==> config.mk <==
export PLATFORM = sky130hd
export DESIGN_NAME = cache_ctrl
export DESIGN_NICKNAME = d
export VERILOG_FILES = /design/src/rtl/cache_ctrl.sv
export SDC_FILE = /design/constraint.sdc
export NUM_CORES = 1
export LEC_CHECK = 0
export ABC_CLOCK_PERIOD_IN_PS = 5300
export CAP_MARGIN = 10
export CORE_AREA = 2 2 229 231
export DETAILED_ROUTE_END_ITERATION = 10
export DIE_AREA = 0 0 231 233
export PLACE_DENSITY = 0.56
export SYNTH_ARGS = -nofsm -noshare
export SYNTH_HDL_FRONTEND = slang
export SYNTH_SLANG_ARGS = --single-unit
==> constraint.sdc <==
create_clock -name clk -period 5.3 [get_ports clk]
set_clock_uncertainty 0.05 [all_clocks]
set_input_delay 1.06 -clock clk [delete_from_list [all_inputs] [get_ports clk]]
set_output_delay 1.06 -clock clk [all_outputs]
set_load 0.05 [all_outputs]
==> src/rtl/cache_ctrl.sv <==
// Command sequencer for the key/value cache array: GET/SET/DEL over valid/ready,
// linear scan, at most one write per command. Optional eviction: CACHE_CTRL_EVICT_EN.
module cache_ctrl #(
    parameter int NUM_ENTRIES = 16,
    parameter int KEY_WIDTH   = 64,
    parameter int VALUE_WIDTH = 64,
    parameter int TTL_WIDTH   = 32,
    parameter int ADDR_WIDTH  = $clog2(NUM_ENTRIES)
) (
    input  logic                   clk,
    input  logic                   rst_n,
    input  logic                   cmd_valid,
    output logic                   cmd_ready,
    input  logic [1:0]             cmd_op,
    input  logic [KEY_WIDTH-1:0]   cmd_key,
    input  logic [VALUE_WIDTH-1:0] cmd_value,
    input  logic [TTL_WIDTH-1:0]   cmd_ttl,
    output logic                   resp_valid,
    input  logic                   resp_ready,
    output logic [1:0]             resp_status,
    output logic [VALUE_WIDTH-1:0] resp_value,
    output logic [ADDR_WIDTH-1:0]  mem_read_addr,
    input  logic [KEY_WIDTH-1:0]   mem_rd_key,
    input  logic [VALUE_WIDTH-1:0] mem_rd_value,
    input  logic [TTL_WIDTH-1:0]   mem_rd_ttl,
    input  logic                   mem_rd_valid,
    output logic                   mem_write_en,
    output logic [ADDR_WIDTH-1:0]  mem_write_addr,
    output logic [KEY_WIDTH-1:0]   mem_wr_key,
    output logic [VALUE_WIDTH-1:0] mem_wr_value,
    output logic [TTL_WIDTH-1:0]   mem_wr_ttl,
    output logic [TTL_WIDTH-1:0]   now
);

    typedef enum logic [1:0] {IDLE, SCAN, WRITE, RESP} state_e;

    localparam logic [1:0] OP_GET = 2'b00, OP_SET = 2'b01, OP_DEL = 2'b10, OP_BAD = 2'b11;
    localparam logic [1:0] ST_OK = 2'b00, ST_MISS = 2'b01, ST_FULL = 2'b10, ST_BAD = 2'b11;
    localparam logic [TTL_WIDTH-1:0]  TTL_MAX  = '1;
    localparam logic [ADDR_WIDTH-1:0] LAST_IDX = ADDR_WIDTH'(NUM_ENTRIES - 1);

    state_e                 state_q, state_d;
    logic [TTL_WIDTH-1:0]   now_q, now_d;
    logic [1:0]             op_q, op_d;
    logic [KEY_WIDTH-1:0]   key_q, key_d;
    logic [VALUE_WIDTH-1:0] value_q, value_d;
    logic [TTL_WIDTH-1:0]   ttl_q, ttl_d;
    logic [ADDR_WIDTH-1:0]  idx_q, idx_d;
    logic                   free_found_q, free_found_d;
    logic [ADDR_WIDTH-1:0]  free_idx_q, free_idx_d;
    logic [ADDR_WIDTH-1:0]  waddr_q, waddr_d;
    logic [1:0]             status_q, status_d;
    logic [VALUE_WIDTH-1:0] rvalue_q, rvalue_d;
`ifdef CACHE_CTRL_EVICT_EN
    logic                   ev_found_q, ev_found_d;
    logic [ADDR_WIDTH-1:0]  ev_idx_q, ev_idx_d;
    logic [TTL_WIDTH-1:0]   ev_ttl_q, ev_ttl_d;
`endif

    logic                   entry_live, key_hit;
    logic [TTL_WIDTH:0]     stamp_sum;
    logic [TTL_WIDTH-1:0]   set_stamp;

    assign entry_live = mem_rd_valid && ((mem_rd_ttl == TTL_MAX) || (mem_rd_ttl > now_q));
    assign key_hit    = entry_live && (mem_rd_key == key_q);

    // All-ones means "never expires", so a finite stamp saturates one below it.
    assign stamp_sum = {1'b0, now_q} + {1'b0, ttl_q};
    assign set_stamp = (ttl_q == '0)                    ? TTL_MAX :
                       (stamp_sum >= {1'b0, TTL_MAX})   ? TTL_MAX - 1'b1 :
                                                          stamp_sum[TTL_WIDTH-1:0];

    always_comb begin
        // NOTE: every signal gets a default first so no path leaves one unassigned (no latches).
        state_d      = state_q;
        now_d        = (now_q == TTL_MAX) ? now_q : now_q + 1'b1;
        op_d         = op_q;
        key_d        = key_q;
        value_d      = value_q;
        ttl_d        = ttl_q;
        idx_d        = idx_q;
        free_found_d = free_found_q;
        free_idx_d   = free_idx_q;
        waddr_d      = waddr_q;
        status_d     = status_q;
        rvalue_d     = rvalue_q;
`ifdef CACHE_CTRL_EVICT_EN
        ev_found_d   = ev_found_q;
        ev_idx_d     = ev_idx_q;
        ev_ttl_d     = ev_ttl_q;
`endif
        cmd_ready    = 1'b0;
        resp_valid   = 1'b0;
        mem_write_en = 1'b0;
        mem_wr_ttl   = '0;

        unique case (state_q)
            IDLE: begin
                cmd_ready = 1'b1;
                if (cmd_valid) begin
                    op_d         = cmd_op;
                    key_d        = cmd_key;
                    value_d      = cmd_value;
                    ttl_d        = cmd_ttl;
                    idx_d        = '0;
                    free_found_d = 1'b0;
                    free_idx_d   = '0;
                    rvalue_d     = '0;
                    status_d     = ST_OK;
`ifdef CACHE_CTRL_EVICT_EN
                    ev_found_d   = 1'b0;
                    ev_idx_d     = '0;
                    ev_ttl_d     = '0;
`endif
                    if (cmd_op == OP_BAD) begin
                        status_d = ST_BAD;
                        state_d  = RESP;
                    end else begin
                        state_d  = SCAN;
                    end
                end
            end
            SCAN: begin
                if (!entry_live && !free_found_q) begin
                    free_found_d = 1'b1;
                    free_idx_d   = idx_q;
                end
`ifdef CACHE_CTRL_EVICT_EN
                // Strict compare keeps the lowest index among equal stamps.
                if (entry_live && (!ev_found_q || mem_rd_ttl < ev_ttl_q)) begin
                    ev_found_d = 1'b1;
                    ev_idx_d   = idx_q;
                    ev_ttl_d   = mem_rd_ttl;
                end
`endif
                if (key_hit) begin
                    waddr_d = idx_q;
                    if (op_q == OP_GET) begin
                        rvalue_d = mem_rd_value;
                        status_d = ST_OK;
                        state_d  = RESP;
                    end else begin
                        // DEL rewrites the entry unchanged except for a zero stamp.
                        if (op_q == OP_DEL) value_d = mem_rd_value;
                        state_d = WRITE;
                    end
                end else if (idx_q == LAST_IDX) begin
                    if (op_q != OP_SET) begin
                        status_d = ST_MISS;
                        state_d  = RESP;
                    end else if (free_found_d) begin
                        waddr_d = free_idx_d;
                        state_d = WRITE;
`ifdef CACHE_CTRL_EVICT_EN
                    end else if (ev_found_d) begin
                        waddr_d = ev_idx_d;
                        state_d = WRITE;
`endif
                    end else begin
                        status_d = ST_FULL;
                        state_d  = RESP;
                    end
                end else begin
                    idx_d = idx_q + 1'b1;
                end
            end
            WRITE: begin
                mem_write_en = 1'b1;
                mem_wr_ttl   = (op_q == OP_SET) ? set_stamp : '0;
                status_d     = ST_OK;
                state_d      = RESP;
            end
            RESP: begin
                resp_valid = 1'b1;
                if (resp_ready) state_d = IDLE;
            end
            default: state_d = IDLE;
        endcase
    end

    always_ff @(posedge clk) begin
        // NOTE: sequential state uses non-blocking assignments so all registers update together.
        if (!rst_n) begin
            state_q      <= IDLE;
            now_q        <= '0;
            op_q         <= OP_GET;
            key_q        <= '0;
            value_q      <= '0;
            ttl_q        <= '0;
            idx_q        <= '0;
            free_found_q <= 1'b0;
            free_idx_q   <= '0;
            waddr_q      <= '0;
            status_q     <= ST_OK;
            rvalue_q     <= '0;
`ifdef CACHE_CTRL_EVICT_EN
            ev_found_q   <= 1'b0;
            ev_idx_q     <= '0;
            ev_ttl_q     <= '0;
`endif
        end else begin
            state_q      <= state_d;
            now_q        <= now_d;
            op_q         <= op_d;
            key_q        <= key_d;
            value_q      <= value_d;
            ttl_q        <= ttl_d;
            idx_q        <= idx_d;
            free_found_q <= free_found_d;
            free_idx_q   <= free_idx_d;
            waddr_q      <= waddr_d;
            status_q     <= status_d;
            rvalue_q     <= rvalue_d;
`ifdef CACHE_CTRL_EVICT_EN
            ev_found_q   <= ev_found_d;
            ev_idx_q     <= ev_idx_d;
            ev_ttl_q     <= ev_ttl_d;
`endif
        end
    end

    assign resp_status    = status_q;
    assign resp_value     = rvalue_q;
    assign mem_read_addr  = idx_q;
    assign mem_write_addr = waddr_q;
    assign mem_wr_key     = key_q;
    assign mem_wr_value   = value_q;
    assign now            = now_q;

endmodule

# After elaboration in Yosys (flattened, before gate mapping)
# Cells that the tools add are included.
totals:
  ff_bits: 275
  input_bits: 327
  wordCells: 108
op_classes:
  n_addsub: 3
  n_lt_le_gt_ge: 2
  eq_ne: 23
  mux: 47
  n_reduce_logical: 21
op_table:
  columns: ["cell", "n"]
  rows:
  - ["two-way mux 64 bit", 7]
  - ["one-hot mux 64 bit (2 select lines)", 2]
  - ["two-way mux 32 bit", 4]
  - ["== test 32 bit, second input constant", 2]
  - ["== test 64 bit", 1]
  - ["adder 32 x 32 -> 33 bit", 1]
  - ["greater-or-equal comparator 33 x 32 -> 1 bit, second input constant", 1]
  - ["adder 32 x 1 -> 32 bit, second input constant", 1]
  - ["greater-than comparator 32 bit", 1]
  - ["zero test 32 bit", 1]
  - ["two-way mux 4 bit", 8]
  - ["two-way mux 2 bit", 12]
  - ["!= test 2 bit, second input constant", 9]
  - ["one-hot mux 4 bit (2 select lines)", 2]
  - ["AND reduction 4 bit", 3]
  - ["AND reduction 5 bit", 2]
  - ["two-way mux 1 bit", 9]
  - ["== test 2 bit, second input constant", 4]
  - ["one-hot mux 2 bit (4 select lines)", 1]
  - ["!= test 3 bit, second input constant", 2]
  - ["one-hot mux 2 bit (3 select lines)", 1]
  - ["nonzero test 2 bit", 3]
  - ["adder 4 x 1 -> 4 bit, second input constant", 1]
  - ["== test 2 x 1 -> 1 bit, second input constant", 2]
  - ["other kinds (11)", 16]

# Longest topological paths before layout
# Gate-level depths: netlist (run 1).
depth:
  ltp_word: 12
  ltp_mapped: 14

# Least setup slack after synthesis (run 1)
# Ideal clock, no wire load.
synth_timing:
  path_kind: "flip-flop to output port"
  from: "register now_q[0] (netlist: now[0])"
  to: "output port mem_wr_ttl[10]"
  arrival_time_ns: 3.786
  required_time_ns: 4.190
  setup_slack_ns: 0.404
  path_stages_with_launch: 13
  cell_sequence: "dfxtp_1 ha_1 inv_1 fa_1 nor2b_1 o31ai_1 a21o_1 a2111oi_2 o211ai_1 a21oi_1 nor3_2 clkbuf_1 a21oi_1"
synth_via:
  elab_chain_len: 6
synth_rtl:
  columns: ["element", "line", "rtl"]
  rows:
  - ["from (decl)", "43", "logic [TTL_WIDTH-1:0] now_q, now_d;"]
  - ["from (signal assigned)", "203", "now_q <= now_d;"]
  - ["adder 32 x 32 -> 33 bit (*)", "68", "assign stamp_sum = {1'b0, now_q} + {1'b0, ttl_q};"]
  - ["greater-or-equal comparator 33 x 32 -> 1 bit", "70", "(stamp_sum >= {1'b0, TTL_MAX}) ? TTL_MAX - 1'b1 :"]
  - ["two-way mux 32 bit (*)", "70", null]
  - ["two-way mux 32 bit (*)", "69", "assign set_stamp = (ttl_q == '0) ? TTL_MAX :"]
  - ["two-way mux 32 bit (*)", "169", "mem_wr_ttl = (op_q == OP_SET) ? set_stamp : '0;"]
  - ["two-way mux 32 bit (*)", "97", "unique case (state_q)"]
  - ["to (decl)", "31", "output logic [TTL_WIDTH-1:0] mem_wr_ttl,"]
# Every way passes the cells marked *; elsewhere a longest branch is shown, timed or not.

# Final worst setup path (run 1)
layout_timing:
  from: "register now_q[7] (netlist: now[7])"
  to: "output port mem_wr_ttl[0]"
layout_via:
  elab_chain_len: 6
layout_rtl:
  columns: ["element", "line"]
  rows:
  - ["adder 32 x 32 -> 33 bit", "68"]
  - ["greater-or-equal comparator 33 x 32 -> 1 bit", "70"]
  - ["two-way mux 32 bit", "70"]
  - ["two-way mux 32 bit", "69"]
  - ["two-way mux 32 bit", "169"]
  - ["two-way mux 32 bit", "97"]
# Every way passes these cells.

==> flow_summary_export.csv, run 1 <==
group,metric,value,unit
run_status,status,"finished clean",
clocking,cts.sinks,275,
cells_and_area,n_fill_cell,5115,
global_routing,grt_use_total,23.91,%
logic_synthesis,syn_area,15140,um^2
logic_synthesis,syn_inst,1723,
worst_setup_path,worstPathArrival,4030,ps
drt,drc_errors,0,
timing,worst_slew_pin_slew,949.1,ps
global_routing,grt_pass1_wl,97150,um
timing,rsz0062_at_grt,"false",
clocking,clk_path_buf_depth,3,
drt,first_iter_violations,872,
worst_setup_path,cp-start-kind,"flop",
logic_synthesis,ys_ff_latch,275,
logic_synthesis,synth_most_common_cell,"nand2_1",
clocking,cts_setup_buffers,0,
worst_setup_path,path_max_fanout,7,
floorplan,start_util,29.64,%
placed_design,gp_congestion,1.034,
logic_synthesis,yosysTopAreaCellShare,36.35,%
worst_setup_path,cpPeakStageDelay,540,ps
placed_design,hpwlAfterDp,53010,um
logic_synthesis,syn_nets,2121,
timing,hold_ws,415.3,ps
drt,viasPerCell,5.091,
logic_synthesis,yosysWarnings,0,
logic_synthesis,synth_common_cells,"nand2_1, dfxtp_1, a21boi_0",
floorplan,io_pins,596,
power,p_leak,9.138,nW
floorplan,die_x,231,um
global_routing,grt.overflow.total,0,
timing,slew_viol_final,0,
global_routing,grt_pass1_vias,15180,
worst_setup_path,required,4190,ps
power,power.total,9.332,mW
timing,fin_crit_sh,97.06,%
cells_and_area,multi_input_area,9044,um^2
clocking,cts.clk_slew.worst_paths,60,ps
logic_synthesis,synth_ff_type,"dfxtp_1",
clocking,clock_latency,540,ps
logic_synthesis,synthTopCellsByArea,"dfxtp_1, nand2_1, ha_1",
clocking,hold_buffers,0,
timing,finalSetupViolCount,0,
drt,wire_per_inst,22.36,um
floorplan,die_h,233,um
drt,vias,15190,
worst_setup_path,path_delay_family,"simple AND/OR/NAND/NOR gates",
power,power.density,408.1,nW/um^2
timing,fmax,194.4,MHz
floorplan,dieArea,53820,um^2
logic_synthesis,ys_async_sr_fraction,0,%
timing,fin_crit,5144,ps
worst_setup_path,cpMaxStageDelayCell,"or4b_1",
timing,maxSlewHeadroom,36.72,%
cells_and_area,syn_to_final_growth,51.00,%
worst_setup_path,crit_buf_inv,1,
clocking,tritoncts,"done",
power,vdd_ir_drop_max,0.2848,mV
flow_run,drv_cap,0,
clocking,h-tree-depth,2,
timing,finalHoldViolCount,0,
logic_synthesis,avgSynthCellArea,8.790,um^2
logic_synthesis,synth_cell_types,71,
min_path,hold_path_class,"reg -> reg",
logic_synthesis,yosysTopAreaCell,"dfxtp_1",
cells_and_area,ff_latch_area,5513,um^2
drt,drt-pass1-iter-count,5,
worst_setup_path,path_cells,"ha_1, and3_2, a221o_1, a21o_1, nor2_2, xor2_1, or4_1, or4b_1, nor3_1, a31oi_1, buf_4",
drt,totalWireLength,66710,um
drt,drtAntennaViolNets,0,
floorplan,coreArea,51090,um^2
global_routing,grt_start_max_net_pins,112,
clocking,root_buffer,"clkbuf_16",
logic_synthesis,synth_edf_count,0,
cells_and_area,layout-drive-gt1-share,6.870,%
floorplan,row_count,83,
timing,fin_setup_tns,0,ps
global_routing,antenna_found_initial,1,
clocking,cts_buffers,35,
worst_setup_path,cp-end-kind,"output pin",
placed_design,io_buffer_count,595,
cells_and_area,nets,2674,
cells_and_area,utilization,44.76,%
logic_synthesis,ys_seq_area_share,36.35,%
worst_setup_path,critPathKind,"reg -> out",
timing repair:
item | CTS | global route
pin swaps | 0 | 2
endpoints found under the setup margin | 32 | 32
resized for setup | 26 | 55
report_power, final:
part / total [mW] / leakage, nW / internal (mW) / switching (mW)
Combinational: 4.18 / 6.33 / 1.48 / 2.70
Clock: 2.43 / 0.560 / 1.44 / 0.984
Sequential: 2.73 / 2.25 / 2.43 / 0.296
Total: 9.33 / 9.14 / 5.35 / 3.98
layout by cell type (no fill, tap or decap), drive strengths merged, types with 18 or more instances in the layout:
cell / synthesis / layout
clkdlybuf4s50: 0 / 562
nand2: 328 / 328
dfxtp: 275 / 275
a21boi: 103 / 103
xor2: 77 / 77
a21oi: 73 / 73
mux2i: 71 / 71
ha: 70 / 70
clkbuf: 69 / 70
o211a: 69 / 69
a32o: 65 / 65
inv: 52 / 56
o21ai: 43 / 43
buf: 39 / 41
nor2: 38 / 38
and2: 38 / 38
nand4: 36 / 36
nor4: 35 / 35
xnor2: 34 / 34
nand3: 25 / 25
a21o: 18 / 18
nor3: 18 / 18
stage by stage:
stage	instance area (um^2)	instances	setup slack, ps
floorplan	15140	1723	403.9
global placement	21720	2919	337.6
detailed placement	21720	2919	227.8
CTS	22860	2980	10.39
global route	22860	2981	1.790
finish	22870	2983	155.6
state kept, by name, summed over array words and instances (netlist names):
register        cells
mem_wr_value       64
resp_value         64
mem_read_addr       4
mem_wr_key         64
free_found_q        1
mem_write_addr      4
state_q             2
ttl_q              32
op_q                2
free_idx_q          4
resp_status         2
now                32
worst paths after layout:
| path | start | endpoint | slack (ps) | depth (start not counted) |
|---|---|---|---|---|
| setup / recovery | now[7]$_SDFFE_PN0P_ | mem_wr_ttl[0] | 160 | 11 |
| hold reg to reg | resp_value[45]$_SDFFE_PN0P_ | resp_value[45]$_SDFFE_PN0P_ | 420 | 1 |
| hold / removal | resp_value[45]$_SDFFE_PN0P_ | resp_value[45]$_SDFFE_PN0P_ | 420 | 1 |
| setup reg to reg | now[30]$_SDFFE_PN0P_ | resp_value[56]$_SDFFE_PN0P_ | 1540 | 10 |
cell type report:
class / count / area share [%]
tap: 680 / 3.721
timing repair buffer: 624 / 26.71
antenna: 3 / 0.03283
inverter: 52 / 0.8535
sequential: 275 / 24.11
clock buffer: 52 / 4.459
multi-input combinational: 1288 / 39.55
clock inverter: 9 / 0.5745
per-layer routing:
metal / up-vias / global-route usage (%) / wire (um)
met3: 66 / 7.953 / 5465
li1: 7347 / - / -
met2: 463 / 40.74 / 31830
met4: 0 / 5.141 / 1096
met5: - / 0 / 0
met1: 7310 / 29.17 / 28320
logic make-up after synthesis:
group | count (synthesis) | synth area share, %
multiplexers | 77 | 5.139
AO/OA/AOI/OAI | 458 | 23.64
XOR/XNOR | 111 | 6.419
buffers and inverters | 160 | 4.668
AND/OR/NAND/NOR | 571 | 17.87
flip-flops | 275 | 36.35
adder cells (fa/ha/maj) | 71 | 5.915
Note: power is estimated with default switching activity, not from simulation.
==> inputs of run 2 (changes only) <==
--- a/config.mk
+++ b/config.mk
@@ -10,7 +10,6 @@
 export CORE_AREA = 2 2 229 231
 export DETAILED_ROUTE_END_ITERATION = 10
 export DIE_AREA = 0 0 231 233
-export PLACE_DENSITY = 0.56
 export SYNTH_ARGS = -nofsm -noshare
 export SYNTH_HDL_FRONTEND = slang
 export SYNTH_SLANG_ARGS = --single-unit
==> flow_summary_export.csv, run 2 (synthesis gave the netlist of run 1 again) <==
group,metric,value,unit
run_status,status,"finished clean",
drt,wire_per_inst,22.18,um
drt,viasPerCell,5.127,
drt,drc_errors,0,
worst_setup_path,worstPathArrival,3960,ps
floorplan,coreArea,51090,um^2
floorplan,row_count,83,
clocking,clk_path_buf_depth,3,
power,power.density,408.9,nW/um^2
global_routing,grt_pass1_vias,15260,
global_routing,grt.overflow.total,0,
flow_run,drv_cap,0,
worst_setup_path,crit_buf_inv,1,
clocking,cts_buffers,35,
floorplan,die_h,233,um
worst_setup_path,cpPeakStageDelay,520,ps
worst_setup_path,path_max_fanout,7,
timing,fmax,197.2,MHz
drt,drt-pass1-iter-count,5,
timing,finalHoldViolCount,0,
power,power.total,9.346,mW
cells_and_area,syn_to_final_growth,50.94,%
clocking,tritoncts,"done",
timing,worst_slew_pin_slew,1087,ps
placed_design,io_buffer_count,595,
cells_and_area,layout-drive-gt1-share,6.130,%
clocking,cts_setup_buffers,0,
global_routing,antenna_found_initial,8,
timing,slew_viol_final,0,
worst_setup_path,r2r_cells,11,
clocking,root_buffer,"clkbuf_16",
cells_and_area,nets,2675,
power,vdd_ir_drop_max,0.3244,mV
global_routing,grt_use_total,23.54,%
placed_design,placed_area,21740,um^2
placed_design,gp_congestion,0.9991,
timing,fin_ws,229.8,ps
cells_and_area,final_cells,2985,
worst_setup_path,critPathKind,"reg -> out",
worst_setup_path,cp-end-kind,"output pin",
floorplan,io_pins,596,
drt,drtAntennaViolNets,0,
timing,fin_crit,5070,ps
clocking,h-tree-depth,2,
global_routing,grt_start_max_net_pins,105,
cells_and_area,fin_area,22860,um^2
drt,totalWireLength,66200,um
timing,rsz0062_at_grt,"false",
worst_setup_path,required,4190,ps
drt,vias,15300,
worst_setup_path,cp-start-kind,"flop",
global_routing,grt_pass1_wl,95960,um
worst_setup_path,path_cells,"ha_1, and3_1, a221o_1, a21o_1, nor2_2, xor2_1, or4_1, or4b_1, nor3_1, a31oi_1, buf_2",
cells_and_area,layout_commonest_cell,"clkdlybuf4s50_1",
placed_design,dp_slack,234.8,ps
timing,fin_crit_sh,95.66,%
floorplan,die_x,231,um
drt,first_iter_violations,874,
worst_setup_path,path_depth,11,
worst_setup_path,cpMaxStageDelayCell,"or4b_1",
cells_and_area,final_cell_mix,"clkdlybuf4s50_1, nand2_1, dfxtp_1",
cells_and_area,utilization,44.74,%
placed_design,hpwlAfterDp,52820,um
clocking,clock_latency,520,ps
timing,finalSetupViolCount,0,
placed_design,dp.cells,2920,
floorplan,dieArea,53820,um^2
min_path,hold_depth,1,
clocking,cts.clk_slew.worst_paths,60,ps
min_path,hold_path_class,"reg -> reg",
power,p_leak,9.178,nW
worst_setup_path,path_delay_family,"simple AND/OR/NAND/NOR gates",
floorplan,start_util,29.64,%
clocking,cts.sinks,275,
timing,maxSlewHeadroom,27.51,%
-- run 2: cell count changes in the layout (fill, tap and decap cells not counted), sizes merged --
cell / delta
dlygate4sd2: +8
inv: -3
buf: -1
clkdlybuf4s15: +1
clkinv: +4
diode: +2
clkbuf: -9
bufinv: +1
clkinvlp: -1
-- run 2: final timing paths --
kind         slack, ps                   startpoint                          end
max reg2reg       1520         now[30]$_SDFFE_PN0P_  resp_value[46]$_SDFFE_PN0P_
min                410  resp_value[61]$_SDFFE_PN0P_  resp_value[61]$_SDFFE_PN0P_
min reg2reg        410  resp_value[61]$_SDFFE_PN0P_  resp_value[61]$_SDFFE_PN0P_
max                230          now[9]$_SDFFE_PN0P_                mem_wr_ttl[0]
-- run 2: repair_timing --
item | CTS | global route
gates resized for setup | 24 | 39
pin swaps | 0 | 1
hold buffers | 0 | 0
endpoints found under the setup margin | 24 | 16
-- run 2: area by class of cell --
cell class	count	area, um^2
Fill cell	5052	28230
Inverter	52	195.2
Clock inverter	10	132.6
Timing Repair Buffer	625	6155
Tap cell	680	850.8
Sequential cell	275	5507
Multi-Input combinational cell	1288	8985
Antenna cell	5	12.51
Clock buffer	50	1022
-- run 2: where the power goes --
part | switching, mW | leakage (nW) | internal (mW)
logic | 2.74 | 6.36 | 1.51
clock network | 0.916 | 0.574 | 1.48
registers | 0.274 | 2.25 | 2.43
total | 3.93 | 9.18 | 5.42
-- run 2: worst register-to-register path, delay by kind of cell, from the launching register on --
kind                     cells  cell delay, ps
flip-flops                   1             490
AND/OR/NAND/NOR              3             930
buffers and inverters        2             390
adder cells (fa/ha/maj)      1             300
AO/OA/AOI/OAI                5            1550
-- run 2: per-stage QoR --
| step | hold WS [ps] | setup TNS, ps |
|---|---|---|
| after detailed placement | 404.5 | 0 |
| after global routing | 432.2 | 0 |
| final | 412.6 | 0 |
| after CTS | 415.7 | -81.93 |
| after floorplan | 395.1 | 0 |
| after global placement | 396.6 | 0 |
-- run 2: layer usage --
layer  global-route usage [%]  vias to the layer above  wire [um]
li1                         -                     7342          -
met1                    28.87                     7334      27990
met2                    39.86                      529      31280
met3                    7.341                       88       5476
met4                    6.028                       10       1387
met5                        0                        -         67
